==> config.mk <==
export PLATFORM = sky130hd
export DESIGN_NAME = edm_obi_sbr_flat
export DESIGN_NICKNAME = d
export VERILOG_FILES = /design/src/rtl/edm_obi_sbr_if.sv /design/src/rtl/edm_obi_sbr.sv /design/src/flat_wrapper.sv
export SDC_FILE = /design/constraint.sdc
export NUM_CORES = 1
export LEC_CHECK = 0
export ABC_AREA = 0
export ABC_CLOCK_PERIOD_IN_PS = 4400
export BUFFER_PORTS_ARGS = -buffer_cell sky130_fd_sc_hd__buf_2
export CORE_MARGIN = 2
export CORE_UTILIZATION = 59
export DETAILED_ROUTE_END_ITERATION = 8
export PLACE_DENSITY = 0.82
export SYNTH_ARGS = -nofsm -noshare
export SYNTH_HDL_FRONTEND = slang
export SYNTH_SLANG_ARGS = --single-unit
==> constraint.sdc <==
create_clock -name clk_i -period 4.4 [get_ports clk_i]
set_clock_uncertainty 0.15 [all_clocks]
set_input_delay 0.22 -clock clk_i [delete_from_list [all_inputs] [get_ports clk_i]]
set_output_delay 0.22 -clock clk_i [all_outputs]
set_load 0.005 [all_outputs]
==> src/rtl/edm_obi_sbr_if.sv <==
// rtl/edm_obi_sbr_if.sv - OBI request/response signal bundle for the EDM Sobel subordinate
interface edm_obi_sbr_if;
    logic        req;
    logic        gnt;
    logic [31:0] addr;
    logic        we;
    logic [3:0]  be;
    logic [31:0] wdata;
    logic [3:0]  aid;
    logic        rvalid;
    logic [31:0] rdata;
    logic [3:0]  rid;
    logic        err;
    logic        r_optional;

    modport master (
        output req, addr, we, be, wdata, aid,
        input  gnt, rvalid, rdata, rid, err, r_optional
    );
    modport slave (
        input  req, addr, we, be, wdata, aid,
        output gnt, rvalid, rdata, rid, err, r_optional
    );
endinterface

==> src/rtl/edm_obi_sbr.sv <==
// rtl/edm_obi_sbr.sv - Sobel 3x3 edge accelerator on OBI; EDM_SATURATE_EN clamps stored magnitude to 255
module edm_obi_sbr #(
    parameter int FifoDepth = 4
) (
    input  logic          clk_i,
    input  logic          rst_i,
    edm_obi_sbr_if.slave  obi
);
    localparam int AW = $clog2(FifoDepth);
    localparam logic [AW:0] DEPTH = FifoDepth[AW:0];

    logic [23:0]   r_row0, r_row1, r_row2;
    logic          r_s1_valid, r_s2_valid;
    logic [10:0]   r_gx, r_gy, r_mag;
    logic [10:0]   r_mem [FifoDepth];
    logic [AW-1:0] r_wptr, r_rptr;
    logic [AW:0]   r_count;
    logic          r_ovf;
    logic          r_rvalid, r_err;
    logic [31:0]   r_rdata;
    logic [3:0]    r_rid;

    logic          w_addr_ok, w_wr, w_rd, w_launch, w_full, w_busy;
    logic          w_pop, w_flush, w_push, w_drop;
    logic [2:0]    w_off;
    logic [23:0]   w_row2_new;
    logic [9:0]    w_gx_pos, w_gx_neg, w_gy_pos, w_gy_neg;
    logic [10:0]   w_abs_x, w_abs_y, w_mag, w_mag_st;
    logic [31:0]   w_rdata;
    logic          w_err;
    logic          w_unused;

    function automatic logic [23:0] f_merge(input logic [23:0] old_row,
                                            input logic [31:0] wd,
                                            input logic [3:0]  be);
        logic [23:0] m;
        m = old_row;
        for (int i = 0; i < 3; i++) begin
            if (be[i]) m[8*i +: 8] = wd[8*i +: 8];
        end
        return m;
    endfunction

    assign w_unused  = ^{obi.addr[1:0], obi.be[3], obi.wdata[31:24]};
    assign w_off     = obi.addr[4:2];
    assign w_addr_ok = (obi.addr[31:5] == 27'd0) && (w_off < 3'd6);
    assign w_wr      = obi.req && obi.we && w_addr_ok;
    assign w_rd      = obi.req && !obi.we && w_addr_ok;
    assign w_launch  = w_wr && (w_off == 3'd2);

    // The launched window uses this cycle's ROW2 bytes, not the stale register
    assign w_row2_new = f_merge(r_row2, obi.wdata, obi.be);

    assign w_gx_pos = {2'b0, r_row0[23:16]} + {1'b0, r_row1[23:16], 1'b0} + {2'b0, w_row2_new[23:16]};
    assign w_gx_neg = {2'b0, r_row0[7:0]}   + {1'b0, r_row1[7:0], 1'b0}   + {2'b0, w_row2_new[7:0]};
    assign w_gy_pos = {2'b0, w_row2_new[7:0]} + {1'b0, w_row2_new[15:8], 1'b0} + {2'b0, w_row2_new[23:16]};
    assign w_gy_neg = {2'b0, r_row0[7:0]}     + {1'b0, r_row0[15:8], 1'b0}     + {2'b0, r_row0[23:16]};

    assign w_abs_x = r_gx[10] ? (~r_gx + 11'd1) : r_gx;
    assign w_abs_y = r_gy[10] ? (~r_gy + 11'd1) : r_gy;
    assign w_mag   = w_abs_x + w_abs_y;
`ifdef EDM_SATURATE_EN
    assign w_mag_st = (w_mag > 11'd255) ? 11'd255 : w_mag;
`else
    assign w_mag_st = w_mag;
`endif

    assign w_full  = (r_count == DEPTH);
    assign w_busy  = r_s1_valid || r_s2_valid;
    assign w_pop   = w_rd && (w_off == 3'd3) && (r_count != '0);
    assign w_flush = w_wr && (w_off == 3'd5) && obi.be[0] && obi.wdata[0];
    // A pop in the same cycle frees the slot a push into a full FIFO needs
    assign w_push  = r_s2_valid && !w_flush && (!w_full || w_pop);
    assign w_drop  = r_s2_valid && !w_flush && w_full && !w_pop;

    always_comb begin
        w_rdata = '0;
        w_err   = 1'b0;
        if (!w_addr_ok) begin
            w_err = 1'b1;
        end else if (!obi.we) begin
            case (w_off)
                3'd3: if (r_count != '0) w_rdata = {1'b1, 20'd0, r_mem[r_rptr]};
                3'd4: w_rdata = {15'd0, w_busy, 6'd0, r_ovf, w_full, 4'd0, 4'(r_count)};
                default: w_rdata = '0;
            endcase
        end
    end

    always_ff @(posedge clk_i or posedge rst_i) begin
        if (rst_i) begin
            r_row0     <= '0;
            r_row1     <= '0;
            r_row2     <= '0;
            r_s1_valid <= 1'b0;
            r_s2_valid <= 1'b0;
            r_gx       <= '0;
            r_gy       <= '0;
            r_mag      <= '0;
        end else begin
            if (w_wr && w_off == 3'd0) r_row0 <= f_merge(r_row0, obi.wdata, obi.be);
            if (w_wr && w_off == 3'd1) r_row1 <= f_merge(r_row1, obi.wdata, obi.be);
            if (w_launch) begin
                r_row2 <= w_row2_new;
                r_gx   <= {1'b0, w_gx_pos} - {1'b0, w_gx_neg};
                r_gy   <= {1'b0, w_gy_pos} - {1'b0, w_gy_neg};
            end
            r_s1_valid <= w_launch;
            r_s2_valid <= r_s1_valid;
            if (r_s1_valid) r_mag <= w_mag_st;
        end
    end

    always_ff @(posedge clk_i) begin
        if (w_push) r_mem[r_wptr] <= r_mag;
    end

    always_ff @(posedge clk_i or posedge rst_i) begin
        if (rst_i) begin
            r_wptr  <= '0;
            r_rptr  <= '0;
            r_count <= '0;
            r_ovf   <= 1'b0;
        end else if (w_flush) begin
            r_wptr  <= '0;
            r_rptr  <= '0;
            r_count <= '0;
            r_ovf   <= 1'b0;
        end else begin
            if (w_push) r_wptr <= r_wptr + 1'b1;
            if (w_pop)  r_rptr <= r_rptr + 1'b1;
            case ({w_push, w_pop})
                2'b10:   r_count <= r_count + 1'b1;
                2'b01:   r_count <= r_count - 1'b1;
                default: r_count <= r_count;
            endcase
            if (w_drop) r_ovf <= 1'b1;
        end
    end

    always_ff @(posedge clk_i or posedge rst_i) begin
        if (rst_i) begin
            r_rvalid <= 1'b0;
            r_rdata  <= '0;
            r_rid    <= '0;
            r_err    <= 1'b0;
        end else begin
            r_rvalid <= obi.req;
            r_rdata  <= obi.req ? w_rdata : '0;
            r_err    <= obi.req && w_err;
            if (obi.req) r_rid <= obi.aid;
        end
    end

    assign obi.gnt        = 1'b1;
    assign obi.rvalid     = r_rvalid;
    assign obi.rdata      = r_rdata;
    assign obi.rid        = r_rid;
    assign obi.err        = r_err;
    assign obi.r_optional = 1'b0;
endmodule

==> src/flat_wrapper.sv <==
// flat-port wrapper written by rule: the top's interface ports become plain ports
module edm_obi_sbr_flat 
#(
    parameter int FifoDepth = 4
)
  (clk_i, rst_i, obi_req, obi_addr, obi_we, obi_be, obi_wdata, obi_aid, obi_gnt, obi_rvalid, obi_rdata, obi_rid, obi_err, obi_r_optional);
  edm_obi_sbr_if obi_i ();
  input  logic clk_i;
  input  logic rst_i;
  input wire logic [$bits(obi_i.req)-1:0] obi_req;
  input wire logic [$bits(obi_i.addr)-1:0] obi_addr;
  input wire logic [$bits(obi_i.we)-1:0] obi_we;
  input wire logic [$bits(obi_i.be)-1:0] obi_be;
  input wire logic [$bits(obi_i.wdata)-1:0] obi_wdata;
  input wire logic [$bits(obi_i.aid)-1:0] obi_aid;
  output wire logic [$bits(obi_i.gnt)-1:0] obi_gnt;
  output wire logic [$bits(obi_i.rvalid)-1:0] obi_rvalid;
  output wire logic [$bits(obi_i.rdata)-1:0] obi_rdata;
  output wire logic [$bits(obi_i.rid)-1:0] obi_rid;
  output wire logic [$bits(obi_i.err)-1:0] obi_err;
  output wire logic [$bits(obi_i.r_optional)-1:0] obi_r_optional;
  assign obi_i.req = obi_req;
  assign obi_i.addr = obi_addr;
  assign obi_i.we = obi_we;
  assign obi_i.be = obi_be;
  assign obi_i.wdata = obi_wdata;
  assign obi_i.aid = obi_aid;
  assign obi_gnt = obi_i.gnt;
  assign obi_rvalid = obi_i.rvalid;
  assign obi_rdata = obi_i.rdata;
  assign obi_rid = obi_i.rid;
  assign obi_err = obi_i.err;
  assign obi_r_optional = obi_i.r_optional;
  edm_obi_sbr #(.FifoDepth(FifoDepth)) u_core (.clk_i(clk_i), .rst_i(rst_i), .obi(obi_i));
endmodule
# Word-level counts from Yosys, hierarchy flattened
# Memories as Yosys holds them, arrays and structs flattened.
# Cells that the tools add are included.
dict set report op_classes {
  add_sub_neg 17
  n_lt_le_gt_ge 1
  eq_ne 8
  n_mux 21
  n_bitwise 2
  n_reduce_logical 36
}
# op count
set ops {}
lappend ops {{$mux 32} 4}
lappend ops {{$pmux 32 s2} 1}
lappend ops {{$add 10x8->10} 4}
lappend ops {{$add 8x9->10} 4}
lappend ops {{$logic_not 27->1} 1}
lappend ops {{$mux 8} 3}
lappend ops {{$add 11x1->11 const B} 2}
lappend ops {{$mux 11} 2}
lappend ops {{$not 11->11} 2}
lappend ops {{$sub 10x10->11} 2}
lappend ops {{$logic_and 1x1->1} 18}
lappend ops {{$add 11x11->11} 1}
lappend ops {{$reduce_and 2->1} 5}
lappend ops {{$eq 3x3->1 const B} 3}
lappend ops {{$mux 2} 4}
lappend ops {{$eq 3x2->1 const B} 2}
lappend ops {{$pmux 3 s2} 1}
lappend ops {{$reduce_bool 2->1} 3}
lappend ops {{$reduce_bool 3->1} 2}
lappend ops {{$mux 1} 5}
lappend ops {{$add 2x1->2 const B} 2}
lappend ops {{$logic_not 1->1} 4}
lappend ops {{$add 3x1->3 const B} 1}
lappend ops {{$eq 3x1->1 const B} 1}
lappend ops {{other kinds (7)} 8}
dict set report totals {
  ff_bits 145
  mem_bits_rw 44
  in_bits 76
  out_inout_bits 40
  wordCells 105
  memories 1
}
# name words width read_ports rd_clocked_by_memory_dff wr line_no
set memory_table {}
lappend memory_table {u_core.r_mem 4 11 1 0 1 edm_obi_sbr.sv:15} ;# logic [10:0] r_mem [FifoDepth];

# Longest topological paths before layout
# Gate-level depths: netlist (run 1).
dict set report logic_depth {
  depth_word 12
  mapped_depth 17
  mapped_depth_nobuf 16
}

# Worst setup path after synthesis (run 1)
# OpenSTA, ideal clock, no wires.
dict set report synth_timing {
  path_type {input to register}
  from {input port obi_be[0]}
  to {register u_core.r_gx[9]}
  setup_time_ps 134
  t_arrival_ps 3961
  required_time_ps 4116
  path_slack_ps 155
  cell_stages 14
  path_buffers 1
  path_cell_list {clkbuf_1 > mux2i_1 > fa_1 > fa_1 > inv_1 > fa_1 > inv_1 > fa_1 > a21o_1 > a211oi_1 > nor2_1 > o41ai_1 > xor2_1 > o21ai_0}
}
dict set report synth_via {
  elab_chain_cells 3
}
# item line_no
set synth_rtl {}
lappend synth_rtl {{from (decl)} flat_wrapper.sv:13} ;# input wire logic [$bits(obi_i.be)-1:0] obi_be;
lappend synth_rtl {{$mux 8} edm_obi_sbr.sv:39} ;# if (be[i]) m[8*i +: 8] = wd[8*i +: 8];
lappend synth_rtl {{$add 10x8->10} edm_obi_sbr.sv:55} ;# assign w_gx_neg = {2'b0, r_row0[7:0]} + {1'b0, r_row1[7:0], 1'b0} + {2'b0, w_row2_new[7:0]};
lappend synth_rtl {{$sub 10x10->11} edm_obi_sbr.sv:105} ;# r_gx <= {1'b0, w_gx_pos} - {1'b0, w_gx_neg};
lappend synth_rtl {{to (signal assigned)} edm_obi_sbr.sv:105}
lappend synth_rtl {{to (decl)} edm_obi_sbr.sv:14} ;# logic [10:0] r_gx, r_gy, r_mag;
# No other way between the ends.
# A chain may end at the register's enable or synchronous reset.

# Worst setup path in the final report (run 1)
dict set report layout_timing {
  from {input port obi_wdata[0]}
  to {register u_core.r_gy[7]}
}
dict set report layout_via {
  elab_chain_cells 4
}
# item line_no
set layout_rtl {}
lappend layout_rtl {{from (decl)} flat_wrapper.sv:14} ;# input wire logic [$bits(obi_i.wdata)-1:0] obi_wdata;
lappend layout_rtl {{$mux 8} edm_obi_sbr.sv:39}
lappend layout_rtl {{named net u_core.w_row2_new[0]} edm_obi_sbr.sv:26} ;# logic [23:0] w_row2_new;
lappend layout_rtl {{$add 8x9->10} edm_obi_sbr.sv:56} ;# assign w_gy_pos = {2'b0, w_row2_new[7:0]} + {1'b0, w_row2_new[15:8], 1'b0} + {2'b0, w_row2_new[23:16]};
lappend layout_rtl {{$add 10x8->10} edm_obi_sbr.sv:56}
lappend layout_rtl {{$sub 10x10->11} edm_obi_sbr.sv:106} ;# r_gy <= {1'b0, w_gy_pos} - {1'b0, w_gy_neg};
lappend layout_rtl {{to (signal assigned)} edm_obi_sbr.sv:106}
lappend layout_rtl {{to (decl)} edm_obi_sbr.sv:14}
# The timed path passes the listed nets, and every way through them passes these cells.

==> results of run 1 <==
[critical path: stages]
cell and delay [ns]:
dlygate4sd3_1 0.56, buf_2 0.15, mux2i_1 0.18, inv_1 0.09, fa_1 0.55, inv_1 0.07, fa_1 0.46, fa_1 0.46
inv_1 0.07, ha_1 0.18, inv_1 0.06, fa_1 0.41, nor2b_1 0.14, o21ai_1 0.11, a21oi_1 0.26, nor2_1 0.08
xor2_1 0.17, o21ai_0 0.09
[state kept, by name, indices dropped and copies added (netlist names), 2 cells and up]
name,count
u_core.r_gy,11
u_core.r_row2,24
u_core.r_count,3
u_core.r_mag,11
u_core.r_wptr,2
u_core.r_mem,44
u_core.obi.rdata,13
u_core.r_gx,11
u_core.r_rptr,2
u_core.obi.rid,4
u_core.r_row0,24
u_core.r_row1,16
[cell type report]
| cell class | instances | area, um2 |
|---|---|---|
| clock buffer | 17 | 425.4 |
| clock inverter | 15 | 206.4 |
| fill | 1082 | 4938 |
| inverter | 130 | 490.5 |
| multi-input combinational | 526 | 4935 |
| sequential | 170 | 4474 |
| tap | 220 | 275.3 |
| timing repair buffer | 129 | 838.3 |
[power by group]
group	internal (mW)	switching [mW]	leakage [nW]	total [mW]
clock	0.792	0.782	0.305	1.57
combinational	0.232	0.284	3.06	0.516
sequential	1.61	0.00169	2.21	1.62
[cells in the final DEF (no fill, tap or decap), drive strengths merged, types with 11 or more instances in the layout]
master,Yosys,layout
xor2,11,11
dfrtp,126,126
ha,41,41
nor2,35,35
fa,64,64
nand2,50,50
edfxtp,44,44
o31ai,12,12
inv,129,139
xnor2,28,28
mux2,72,72
mux4,11,11
o21ai,48,48
a21oi,13,13
mux2i,17,17
buf,25,98
dlygate4sd3,0,31
clkbuf,16,17
conb,2,21
[repair_timing]
action / in CTS / in global routing
hold buffers: 31 / 0
endpoints found under the hold margin: 83 / 0
gates resized for setup: 0 / 6
setup endpoints to repair: 0 / 5
[final timing paths]
path                            depth (start not counted)                 to
min in group asynchronous                               3  u_core.obi.rid[0]
worst max-delay path                                   18     u_core.r_gy[7]
worst min-delay path                                    5     u_core.obi.err
worst max register to register                         16     u_core.r_gy[7]
worst min register to register                          2  u_core.r_row2[17]
max in group asynchronous                               4   u_core.r_row0[6]
[kinds of logic after synthesis]
group                      synth area share
buffers and inverters               0.07219
DFF                                  0.4459
and+or+nand+nor                     0.08005
AOI/OAI and AO/OA                   0.06584
adders and majority gates            0.1788
muxes                                0.1224
xor gates and xnor gates            0.03404
other                             0.0007484
[layer usage]
layer,wire length [um],share of wire
met4,499,0.024
met5,0,0
met1,8487,0.41
met2,10700,0.52
met3,891,0.043
==> impl_metrics.env, run 1 <==
export IMPL_cts_made_buffers=17
export IMPL_drt_wirelength_per_cell_um=17.05
export IMPL_status="finished clean"
export IMPL_crit_type="primary input to flip-flop"
export IMPL_arrival_ns=4.32
export IMPL_grt_max_degree=78
export IMPL_pre_cts_ws_ns=0.06495
export IMPL_final_cell_area_um2=11640
export IMPL_grt_overflow=0
export IMPL_htreeDepth=4
export IMPL_finalWorstSetupSlack_ns=0.2185
export IMPL_synth_seq_area_share=0.4459
export IMPL_cts_buffer_depth=2
export IMPL_area_delta_synth_final_pct=16.05
export IMPL_cts_setup_buffers=0
export IMPL_top_usage_layer="met2"
export IMPL_syn_inst=848
export IMPL_rows=47
export IMPL_syn_avg_cell_area_um2=11.83
export IMPL_synth_top_area_cell="dfrtp_1"
export IMPL_n_antenna_cell=0
export IMPL_crit_path_end_kind="flip-flop"
export IMPL_netlist_area_um2=10030
export IMPL_startpoint="obi_wdata[0]"
export IMPL_dp_cells=1144
export IMPL_ys_top_cells_by_count="129 x inv_1, 126 x dfrtp_1, 72 x mux2_2, 64 x fa_1, 50 x nand2_1"
export IMPL_viasPerCell=5.467
export IMPL_use_met2=0.4359
export IMPL_drive_above_1_share=0.2330
export IMPL_grt_pass1_wl_um=33870
export IMPL_netlist_cell_type_count=57
export IMPL_portBuffers=83
export IMPL_dp_hpwl_um=14370
export IMPL_cap_violations=0
export IMPL_clk_latency_ns=0.44
export IMPL_rsz0062_at_grt="false"
export IMPL_power_mw=3.707
export IMPL_dpl_cell_area_um2=10680
export IMPL_maxSlewHeadroom=0.4734
export IMPL_routabilityCongestion=0.8410
export IMPL_drt_iter0_drc=381
export IMPL_p_leak_nw=5.570
export IMPL_yosys_register_bits=170
export IMPL_hold_class="primary input to flip-flop"
export IMPL_grt_use_met3=0.04535
export IMPL_first_pass_iters=5
export IMPL_start_util=0.6051
export IMPL_dieArea_um2=18070
export IMPL_synth_warnings=0
export IMPL_grt_util_met1=0.2984
export IMPL_synth_edf_count=44
export IMPL_die_h_um=134.4
export IMPL_setup_viol=0
export IMPL_slew_violations=0
export IMPL_track_usage=0.2440
export IMPL_ios=116
export IMPL_layout_cells_non_filler=1207
export IMPL_finalCritPeriodShare=0.9503
export IMPL_synthTopCellsByArea="dfrtp_1 31%, edfxtp_1 13%, fa_1 13%, mux2_2 8.1%, ha_1 5.1%"
export IMPL_max_freq_mhz=239.2
export IMPL_antenna_found_initial=0
export IMPL_drc=0
export IMPL_finalHoldViolations=0
export IMPL_clk_pin_slew_ns=0.07
export IMPL_critPathMaxFanout=4
export IMPL_synth_top_area_share=0.3142
export IMPL_p_per_area_nw_per_um2=318.3
export IMPL_synth_main_ff_cell="dfrtp_1"
export IMPL_die_width_um=134.4
export IMPL_clock_sinks=170
export IMPL_whs_ns=0.06618
export IMPL_worstHoldStart="obi_addr[14]"
export IMPL_fin_tns_setup_ns=0
export IMPL_cp_required_ns=4.54
export IMPL_synth_most_common_cell="inv_1"
export IMPL_vias=6599
export IMPL_ir_worst_vdd_mv=0.3157
export IMPL_async_reset_ff_frac=0.7412
export IMPL_cts_tree="yes"
export IMPL_period_needed_ns=4.181
export IMPL_worstMarginPinSlew_ns=0.7899
export IMPL_crit_path_start_kind="primary input"
export IMPL_clockRootBuffer="clkbuf_16"
export IMPL_core_area_um2=16580
export IMPL_nets=1155
export IMPL_wl_um=20580
export IMPL_rrSetupSlack_ns=0.33
export IMPL_grt_pass1_vias=6846
export IMPL_r2r_start="u_core.r_row2[0]"
export IMPL_ant_nets=0
export IMPL_final_util=0.7022
No activity file was read; power rests on OpenSTA's default activity.
==> inputs of run 2 (changes only) <==
--- a/config.mk
+++ b/config.mk
@@ -9,9 +9,9 @@
 export ABC_CLOCK_PERIOD_IN_PS = 4400
 export BUFFER_PORTS_ARGS = -buffer_cell sky130_fd_sc_hd__buf_2
 export CORE_MARGIN = 2
-export CORE_UTILIZATION = 59
+export CORE_UTILIZATION = 45
 export DETAILED_ROUTE_END_ITERATION = 8
-export PLACE_DENSITY = 0.82
+export PLACE_DENSITY = 0.66
 export SYNTH_ARGS = -nofsm -noshare
 export SYNTH_HDL_FRONTEND = slang
 export SYNTH_SLANG_ARGS = --single-unit
==> impl_metrics.env, run 2 (synthesis gave the netlist of run 1 again) <==
export IMPL_portBuffers=83
export IMPL_grt_overflow=0
export IMPL_htreeDepth=4
export IMPL_max_freq_mhz=242.3
export IMPL_top_regs="u_core.r_mem: 44 flops, u_core.r_row0: 24 flops, u_core.r_row2: 24 flops"
export IMPL_drc=0
export IMPL_critPathMaxFanout=3
export IMPL_finalCritPeriodShare=0.9380
export IMPL_period_needed_ns=4.127
export IMPL_whs_ns=0.09362
export IMPL_maxSlewHeadroom=0.4421
export IMPL_p_leak_nw=5.577
export IMPL_drt_iter0_drc=283
export IMPL_cts_setup_buffers=0
export IMPL_clk_latency_ns=0.43
export IMPL_track_usage=0.1765
export IMPL_rows=54
export IMPL_cts_made_buffers=17
export IMPL_grt_max_degree=78
export IMPL_cap_violations=0
export IMPL_slew_violations=0
export IMPL_ant_nets=0
export IMPL_arrival_ns=4.26
export IMPL_final_common_cell="inv_1"
export IMPL_p_per_area_nw_per_um2=311.9
export IMPL_power_mw=3.654
export IMPL_vias=6446
export IMPL_viasPerCell=5.076
export IMPL_routabilityCongestion=0.7902
export IMPL_finalHoldViolations=0
export IMPL_die_h_um=153.3
export IMPL_crit_type="primary input to flip-flop"
export IMPL_dieArea_um2=23510
export IMPL_drt_wirelength_per_cell_um=15.38
export IMPL_n_antenna_cell=0
export IMPL_grt_pass1_wl_um=33180
export IMPL_status="finished clean"
export IMPL_area_delta_synth_final_pct=16.77
export IMPL_core_area_um2=21820
export IMPL_crit_path_end_kind="flip-flop"
export IMPL_top_register="u_core.r_mem"
export IMPL_worstMarginPinSlew_ns=0.8369
export IMPL_ios=116
export IMPL_final_cell_mix="128 x inv_1, 126 x dfrtp_1, 83 x buf_2"
export IMPL_ir_worst_vdd_mv=0.2277
export IMPL_cts_tree="yes"
export IMPL_cp_required_ns=4.53
export IMPL_dp_hpwl_um=14180
export IMPL_antenna_found_initial=0
export IMPL_hold_class="primary input to flip-flop"
export IMPL_crit_path_start_kind="primary input"
export IMPL_setup_viol=0
export IMPL_fin_tns_setup_ns=0
export IMPL_nets=1158
export IMPL_cts_buffer_depth=2
export IMPL_largest_register_ffs=44
export IMPL_start_util=0.4598
export IMPL_clk_pin_slew_ns=0.08
export IMPL_grt_pass1_vias=6674
export IMPL_first_pass_iters=4
export IMPL_drive_above_1_share=0.2354
export IMPL_clock_sinks=170
export IMPL_die_width_um=153.3
export IMPL_wl_um=19540
export IMPL_clockRootBuffer="clkbuf_16"
export IMPL_fillers=1853
==> run 2: worst max-delay path, cell delays in order <==
cell and delay (ns):
dlygate4sd3_1 0.54, buf_2 0.14, mux2i_2 0.26, fa_1 0.49, fa_1 0.48, fa_1 0.62
inv_1 0.06, ha_1 0.28, a21o_1 0.21, o21ba_2 0.22, o21ai_0 0.31, nor2b_1 0.21
xor2_1 0.14, o21ai_0 0.08
==> run 2: per-layer routing <==
layer,wire (um),vias to the layer above,track usage
li1,-,3069,-
met1,8714,3216,0.2353
met2,9909,138,0.3012
met3,684,23,0.03005
met4,229,0,0.04631
met5,0,-,0
==> run 2: final cells by class <==
| class | instances | area, um2 | share of cell area |
|---|---|---|---|
| Clock buffer | 17 | 425.4 | 0.03631 |
| Clock inverter | 15 | 190.2 | 0.01623 |
| Inverter | 130 | 490.5 | 0.04186 |
| Multi-Input combinational cell | 526 | 4926 | 0.4204 |
| Sequential cell | 170 | 4474 | 0.3818 |
| Tap cell | 280 | 350.3 | 0.02990 |
| Timing Repair Buffer | 132 | 860.8 | 0.07346 |
==> run 2: final timing paths <==
kind | start | slack [ns] | cells past startpoint | to
max reg2reg | u_core.r_row2[3] | 0.34 | 14 | u_core.r_gy[10]
min in group asynchronous | rst_i | 0.36 | 3 | u_core.obi.rid[2]
max in group asynchronous | rst_i | 2.79 | 4 | u_core.r_row2[23]
max | obi_wdata[18] | 0.27 | 14 | u_core.r_gy[6]
min reg2reg | u_core.r_row2[16] | 0.33 | 2 | u_core.r_row2[16]
min | obi_addr[14] | 0.09 | 5 | u_core.obi.err
==> run 2: timing repair <==
item | 4_1_cts | 5_1_grt
hold buffers | 31 | 0
resized for setup | 0 | 4
hold endpoints to repair | 112 | 0
endpoints found under the setup margin | 0 | 3
==> run 2: where the power goes <==
part           switching, mW  internal (mW)  total [mW]
combinational          0.274          0.229       0.502
clock                  0.756          0.780        1.54
sequential           0.00160           1.61        1.62
total                   1.03           2.62        3.65
==> run 2: metrics by stage <==
stage	cell area [um2]	instances	utilization	worst slack, ns
after detailed placement	10770	1207	0.4936	0.06476
final	11720	1270	0.5369	0.2727
after global routing	11720	1270	0.5369	-0.003535
after global placement	10770	1207	0.4936	0.09496
after CTS	11700	1270	0.5361	0.1367
after floorplan	10110	867	-	0.1553
